===== src/rtl/tm1638_seg_pkg.sv =====
// TM1638 segment scheduler: shared states, limits and shadow cell type.
// Imported by the scheduler top and its interval timer.
package tm1638_seg_pkg;

  localparam int MAX_DIGITS = 8;
  localparam int TIMER_W    = 16;

  typedef enum logic [1:0] {
    IDLE,
    WR_REQ,
    RD_REQ,
    SKIP
  } seg_state_e;

  typedef struct packed {
    logic [3:0] nib;
    logic       dp;
  } seg_cell_t;

endpackage


===== src/rtl/tm1638_seg_sched_if.sv =====
// Request/ready handshake between the scheduler and a TM1638 controller.
// master = scheduler side, slave = controller side.
interface tm1638_seg_sched_if;

  logic       READY;
  logic       READ_BUTTON;
  logic       WRITE_SEG;
  logic [2:0] SEG_INDEX;
  logic [3:0] SEG_DATA;
  logic       SEG_DP;

  modport master (
    input  READY,
    output READ_BUTTON,
    output WRITE_SEG,
    output SEG_INDEX,
    output SEG_DATA,
    output SEG_DP
  );

  modport slave (
    output READY,
    input  READ_BUTTON,
    input  WRITE_SEG,
    input  SEG_INDEX,
    input  SEG_DATA,
    input  SEG_DP
  );

endinterface


===== src/rtl/tm1638_seg_interval_timer.sv =====
// Down-counting interval timer: DUE holds once the period has elapsed
// until CLEAR restarts it.
module tm1638_seg_interval_timer
  import tm1638_seg_pkg::*;
#(
  parameter int PERIOD = 32
) (
  input  logic CLK_IN,
  input  logic RST_IN,
  input  logic ENABLE,
  input  logic CLEAR,
  output logic DUE
);

  localparam logic [TIMER_W-1:0] LOAD =
    TIMER_W'(PERIOD - 1);

  logic [TIMER_W-1:0] cnt;

  always_ff @(posedge CLK_IN or posedge RST_IN) begin
    if (RST_IN) begin
      cnt <= LOAD;
    end else if (CLEAR) begin
      cnt <= LOAD;
    end else if (ENABLE && cnt != '0) begin
      cnt <= cnt - TIMER_W'(1);
    end
  end

  assign DUE = (cnt == '0);

endmodule


===== src/rtl/tm1638_seg_sched.sv =====
// TM1638 digit-write / button-read request scheduler.
// Define TM1638_SEG_SKIP_UNCHANGED_EN to skip writes of unchanged digits.
module tm1638_seg_sched
  import tm1638_seg_pkg::*;
#(
  parameter int NUM_DIGITS   = 8,
  parameter int WRITE_PERIOD = 32,
  parameter int READ_PERIOD  = 1024
) (
  input  logic                    CLK_IN,
  input  logic                    RST_IN,
  tm1638_seg_sched_if.master      ctl,
  input  logic [4*NUM_DIGITS-1:0] SEG_HEX_ALL,
  input  logic [NUM_DIGITS-1:0]   DP_ALL,
  input  logic                    FORCE_REFRESH,
  output logic                    FRAME_DONE
);

  localparam logic [2:0] IDX_LAST =
    3'(NUM_DIGITS - 1);

  seg_state_e state;
  logic       rd_btn;
  logic       wr_seg;
  logic       done;
  logic [2:0] idx;
  logic [2:0] idx_nxt;
  logic       wrap;
  logic [3:0] nib;
  logic       dp;
  logic       tmr_en;
  logic       wr_clr;
  logic       rd_clr;
  logic       wr_due;
  logic       rd_due;
  logic       skip_hit;

  always_comb begin
    nib = '0;
    dp  = 1'b0;
    for (int i = 0; i < NUM_DIGITS; i++) begin
      if (idx == 3'(i)) begin
        nib = SEG_HEX_ALL[4*(NUM_DIGITS-1-i) +: 4];
        dp  = DP_ALL[NUM_DIGITS-1-i];
      end
    end
  end

  assign wrap    = (idx == IDX_LAST);
  assign idx_nxt = wrap ? 3'd0 : idx + 3'd1;

  assign tmr_en = (state == IDLE) && ctl.READY;
  assign wr_clr = (state == WR_REQ) && !ctl.READY;
  assign rd_clr = (state == RD_REQ) && !ctl.READY;

  tm1638_seg_interval_timer #(
    .PERIOD(WRITE_PERIOD)
  ) u_wr_tmr (
    .CLK_IN (CLK_IN),
    .RST_IN (RST_IN),
    .ENABLE (tmr_en),
    .CLEAR  (wr_clr),
    .DUE    (wr_due)
  );

  tm1638_seg_interval_timer #(
    .PERIOD(READ_PERIOD)
  ) u_rd_tmr (
    .CLK_IN (CLK_IN),
    .RST_IN (RST_IN),
    .ENABLE (tmr_en),
    .CLEAR  (rd_clr),
    .DUE    (rd_due)
  );

`ifdef TM1638_SEG_SKIP_UNCHANGED_EN
  seg_cell_t              shadow [MAX_DIGITS];
  logic [MAX_DIGITS-1:0]  shadow_vld;

  // A refresh on the accept edge wins over the new shadow entry.
  always_ff @(posedge CLK_IN or posedge RST_IN) begin
    if (RST_IN) begin
      shadow_vld <= '0;
    end else if (FORCE_REFRESH) begin
      shadow_vld <= '0;
    end else if (wr_clr) begin
      shadow_vld[idx] <= 1'b1;
    end
  end

  always_ff @(posedge CLK_IN) begin
    if (wr_clr) begin
      shadow[idx] <= seg_cell_t'({nib, dp});
    end
  end

  assign skip_hit = shadow_vld[idx] &&
    (shadow[idx] == seg_cell_t'({nib, dp}));
`else
  logic unused_force;

  assign unused_force = FORCE_REFRESH;
  assign skip_hit     = 1'b0;
`endif

  always_ff @(posedge CLK_IN or posedge RST_IN) begin
    if (RST_IN) begin
      state  <= IDLE;
      rd_btn <= 1'b0;
      wr_seg <= 1'b0;
      idx    <= '0;
      done   <= 1'b0;
    end else begin
      done <= 1'b0;
      unique case (state)
        IDLE: begin
          if (ctl.READY) begin
            if (rd_due) begin
              state  <= RD_REQ;
              rd_btn <= 1'b1;
            end else if (wr_due && skip_hit) begin
              state <= SKIP;
            end else if (wr_due) begin
              state  <= WR_REQ;
              wr_seg <= 1'b1;
            end
          end
        end
        RD_REQ: begin
          if (!ctl.READY) begin
            state  <= IDLE;
            rd_btn <= 1'b0;
          end
        end
        WR_REQ: begin
          if (!ctl.READY) begin
            state  <= IDLE;
            wr_seg <= 1'b0;
            idx    <= idx_nxt;
            done   <= wrap;
          end
        end
        SKIP: begin
          state <= IDLE;
          idx   <= idx_nxt;
          done  <= wrap;
        end
        default: state <= IDLE;
      endcase
    end
  end

  assign ctl.READ_BUTTON = rd_btn;
  assign ctl.WRITE_SEG   = wr_seg;
  assign ctl.SEG_INDEX   = idx;
  assign ctl.SEG_DATA    = nib;
  assign ctl.SEG_DP      = dp;
  assign FRAME_DONE      = done;

endmodule


===== src/flat_wrapper.sv =====
// flat-port wrapper written by rule: the top's interface ports become plain ports
module tm1638_seg_sched_flat import tm1638_seg_pkg::*;
#(
  parameter int NUM_DIGITS   = 8,
  parameter int WRITE_PERIOD = 32,
  parameter int READ_PERIOD  = 1024
)
  (CLK_IN, RST_IN, SEG_HEX_ALL, DP_ALL, FORCE_REFRESH, FRAME_DONE, ctl_READY, ctl_READ_BUTTON, ctl_WRITE_SEG, ctl_SEG_INDEX, ctl_SEG_DATA, ctl_SEG_DP);
  tm1638_seg_sched_if ctl_i ();
  input  logic CLK_IN;
  input  logic RST_IN;
  input  logic [4*NUM_DIGITS-1:0] SEG_HEX_ALL;
  input  logic [NUM_DIGITS-1:0] DP_ALL;
  input  logic FORCE_REFRESH;
  output logic FRAME_DONE;
  input wire logic [$bits(ctl_i.READY)-1:0] ctl_READY;
  output wire logic [$bits(ctl_i.READ_BUTTON)-1:0] ctl_READ_BUTTON;
  output wire logic [$bits(ctl_i.WRITE_SEG)-1:0] ctl_WRITE_SEG;
  output wire logic [$bits(ctl_i.SEG_INDEX)-1:0] ctl_SEG_INDEX;
  output wire logic [$bits(ctl_i.SEG_DATA)-1:0] ctl_SEG_DATA;
  output wire logic [$bits(ctl_i.SEG_DP)-1:0] ctl_SEG_DP;
  assign ctl_i.READY = ctl_READY;
  assign ctl_READ_BUTTON = ctl_i.READ_BUTTON;
  assign ctl_WRITE_SEG = ctl_i.WRITE_SEG;
  assign ctl_SEG_INDEX = ctl_i.SEG_INDEX;
  assign ctl_SEG_DATA = ctl_i.SEG_DATA;
  assign ctl_SEG_DP = ctl_i.SEG_DP;
  tm1638_seg_sched #(.NUM_DIGITS(NUM_DIGITS), .WRITE_PERIOD(WRITE_PERIOD), .READ_PERIOD(READ_PERIOD)) u_core (.CLK_IN(CLK_IN), .RST_IN(RST_IN), .ctl(ctl_i), .SEG_HEX_ALL(SEG_HEX_ALL), .DP_ALL(DP_ALL), .FORCE_REFRESH(FORCE_REFRESH), .FRAME_DONE(FRAME_DONE));
endmodule

===== config.mk =====
export PLATFORM = sky130hd
export DESIGN_NAME = tm1638_seg_sched_flat
export DESIGN_NICKNAME = d
export VERILOG_FILES = /design/src/rtl/tm1638_seg_pkg.sv /design/src/rtl/tm1638_seg_sched_if.sv /design/src/rtl/tm1638_seg_interval_timer.sv /design/src/rtl/tm1638_seg_sched.sv /design/src/flat_wrapper.sv
export SDC_FILE = /design/constraint.sdc
export NUM_CORES = 1
export LEC_CHECK = 0
export CORE_MARGIN = 2
export CORE_UTILIZATION = 56
export CTS_BUF_LIST = sky130_fd_sc_hd__clkbuf_8 sky130_fd_sc_hd__clkbuf_16
export DETAILED_ROUTE_END_ITERATION = 6
export GPL_ROUTABILITY_DRIVEN = 0
export PLACE_DENSITY = 0.85
export SETUP_SLACK_MARGIN = 0.15
export SLEW_MARGIN = 20
export SYNTH_ARGS = -nofsm -noshare
export SYNTH_HDL_FRONTEND = slang
export SYNTH_SLANG_ARGS = --single-unit

===== constraint.sdc =====
create_clock -name CLK_IN -period 3.94 [get_ports CLK_IN]
set_clock_uncertainty 0.2 [all_clocks]
set_input_delay 0.788 -clock CLK_IN [delete_from_list [all_inputs] [get_ports CLK_IN]]
set_output_delay 0.788 -clock CLK_IN [all_outputs]
set_load 0.01 [all_outputs]

==> results.py <==
metrics = {
    "placement": {
        "dp.final_hpwl_um": 5050,
        "placed_area_um2": 3370,
        "post-place-ws_ns": 0.467,
        "buffer_ports.inserted": 53,
        "placed_cells_incl_taps": 432,
    },
    "flow_run": {
        "cap_viol_max_count": 0,
    },
    "synthesis": {
        "syn-cell-area_um2": 2810,
        "ys_types": 55,
        "synth-seq-area-share_pct": 36.3,
        "synth_top_area_share_pct": 22.3,
        "synth-seq-cells": 40,
        "netlist_top_cells_area": "dfrtp_1, dfstp_2, ha_1",
        "synth_top_flop_cell": "dfrtp_1",
        "number_of_instances_in_the_synthesized_netlist": 327,
        "syn_avg_cell_area_um2": 8.59,
        "yosys_warnings": 0,
        "synth-edff-count": 0,
        "ys_async_sr_fraction_pct": 100,
        "synthTopCellsByCount": "nand2_1, a21oi_1, dfrtp_1",
        "post-synth-top-count-cell": "nand2_1",
        "postSynthNetCount": 386,
        "largest_area_contributor_in_the_netlist": "dfrtp_1",
    },
    "grt": {
        "grt_usage_pct": 26.4,
        "largest_net_degree_at_the_start_of_global_routing": 28,
        "grt_pass1_vias": 2499,
        "antenna_violations_before_repair": 0,
        "globalRoute.totalOverflow": 0,
        "global_route_wire_length_before_repair_um": 11500,
    },
    "cts": {
        "htreeDepth": 2,
        "cts_setup_buffers": 0,
        "skew_pair_late_insertion_delay_ns": 0.29,
        "worst_setup_hold_path_clk_slew_ns": 0.08,
        "cts_hold_repair.buffers": 0,
        "tritoncts": "done",
        "cts_num_sinks": 40,
        "cts_root_buffer": "clkbuf_8",
        "clockBufferDepth": 2,
        "clock_buffer_count_from_cts": 5,
    },
    "critical_path": {
        "critPathCaptureType": "output pin",
        "arrival_time_worst_endpoint_ns": 2.63,
        "timing.setup.critical_path_class": "flip-flop to output pin",
        "worst-path-max-fanout": 10,
        "worst_ep_required_time_ns": 2.95,
        "start_kind": "flip-flop",
    },
    "layout": {
        "fin_area_um2": 3460,
        "share_of_cells_above_drive_strength_1_pct": 11.0,
        "seq_area_um2": 1020,
        "layout.nets": 431,
        "final_cells": 440,
        "multi_input_area_um2": 1640,
        "area_growth_syn_to_layout_pct": 23.3,
        "number_of_antenna_cells_inserted": 0,
        "fillerInstances": 381,
        "postLayoutCoreUtil_pct": 72.4,
    },
    "die": {
        "core_um2": 4790,
        "floorplan.rows": 25,
        "initial_core_util_pct": 58.7,
        "die_x_extent_um": 74.8,
        "ios": 55,
        "die_y_um": 74.8,
        "fp.dieArea_um2": 5600,
    },
    "route": {
        "vias": 2674,
        "m1WireLength_um": 3050,
        "wl_per_cell_um": 15.7,
        "top_layer": "met4",
        "drt_first_pass_iters": 4,
        "drc": 0,
        "drt.antenna.violating_nets": 0,
        "avgViaCountPerCell": 6.08,
        "drt-total-wl_um": 6920,
        "dr_wl_met3_um": 224,
        "detailroute.wirelength.met2_um": 3540,
        "drt_iter0_drc": 261,
    },
    "timing": {
        "final.setup.tns_ns": 0,
        "finalCritPeriodShare_pct": 91.8,
        "min_period_ns": 3.62,
        "slew_headroom_pct": 46.0,
        "timing_worst_slew_pin_value_ns": 0.802,
        "grt_setup_unrepaired": "no",
        "fmaxAchievable_mhz": 277,
        "final.hold.worst_slack_ns": 0.316,
        "final_worst_slack_ns": 0.323,
        "timing_hold_violations_final": 0,
        "final_setup_viols": 0,
        "finalMaxSlewViolations": 0,
    },
    "min_path": {
        "holdCritPathClass": "flip-flop to flip-flop",
    },
    "power_and_ir_drop": {
        "totalPowerFinal_mw": 2.05,
        "power.static_leakage_nw": 1.42,
        "power.ir.vdd_worst_mv": 0.388,
        "p_per_area_nw_per_um2": 591,
    },
    "outcome": {
        "outcome": "completed",
    },
}
-- worst max-delay path, stage by stage (launching register included) --
cell	delay, ns
dfrtp_1	0.43
ha_1	0.24
ha_2	0.25
or2_2	0.30
a221oi_1	0.21
o22ai_1	0.13
a31oi_1	0.20
clkdlybuf4s50_1	0.56
-- sequential cells by signal, summed over array words and instances (netlist names) --
name	flops
u_core.ctl.SEG_INDEX	3
u_core.u_rd_tmr.cnt	16
u_core.u_wr_tmr.cnt	16
u_core.ctl.WRITE_SEG	1
u_core.ctl.READ_BUTTON	1
u_core.FRAME_DONE	1
u_core.state	2
-- where the power goes --
| part | switching, mW | internal (mW) | total (mW) |
|---|---|---|---|
| logic | 0.597 | 0.496 | 1.09 |
| registers | 0.120 | 0.571 | 0.691 |
| clock network | 0.145 | 0.119 | 0.264 |
| total | 0.862 | 1.19 | 2.05 |
-- repair_timing --
action / CTS / global route
endpoints found under the setup margin: 0 / 5
resized for setup: 0 / 4
hold endpoints to repair: 0 / 0
-- metal layers --
metal  track usage [%]  vias up
met4              5.75        0
li1                  -     1317
met2              44.9       58
met1              35.1     1288
met5                 0        -
met3              4.95       11
-- area by class of cell --
cell class / instances / share of cell area, %
inverter: 22 / 2.38
clock buffer: 5 / 1.99
clock inverter: 3 / 0.361
tap: 67 / 2.42
multi-input combinational: 248 / 47.3
timing repair buffer: 55 / 16.1
sequential: 40 / 29.4
-- kinds of logic (layout without fill, tap and decap cells) --
family,Yosys count,after routing,synth area share (%)
DFF,40,40,36.3
AOI/OAI and AO/OA,96,96,22.2
muxes,7,7,2.54
buffers and inverters,39,85,5.79
adders and majority gates,15,15,6.68
and+or+nand+nor,130,130,26.5
-- layout by cell type (no fill, tap or decap), types with 6 or more instances in the layout --
cell and n:
a21oi_1 25, a31oi_1 6, clkdlybuf4s50_1 53, dfrtp_1 25, dfstp_2 15, ha_1 12, inv_1 24, mux2i_1 6
nand2_1 32, nand2b_1 6, nand3_1 7, nand4_1 7, nor2_1 20, nor4_1 7, o211ai_1 10, o21ai_0 17
o31ai_1 11, or3_1 6, or4_1 7
-- final timing paths --
path / start / end / slack [ns] / cells past startpoint
min reg2reg: u_core.ctl.WRITE_SEG / u_core.ctl.WRITE_SEG / 0.32 / 2
max: u_core.ctl.SEG_INDEX[0] / ctl_SEG_DP / 0.32 / 7
min: u_core.ctl.WRITE_SEG / u_core.ctl.WRITE_SEG / 0.32 / 2
max in group asynchronous: RST_IN / u_core.u_wr_tmr.cnt[1] / 2.26 / 3
min in group asynchronous: RST_IN / u_core.u_rd_tmr.cnt[14] / 0.65 / 2
max reg2reg: u_core.state[0] / u_core.u_wr_tmr.cnt[7] / 1.26 / 6
No activity file was read; power rests on OpenSTA's default activity.
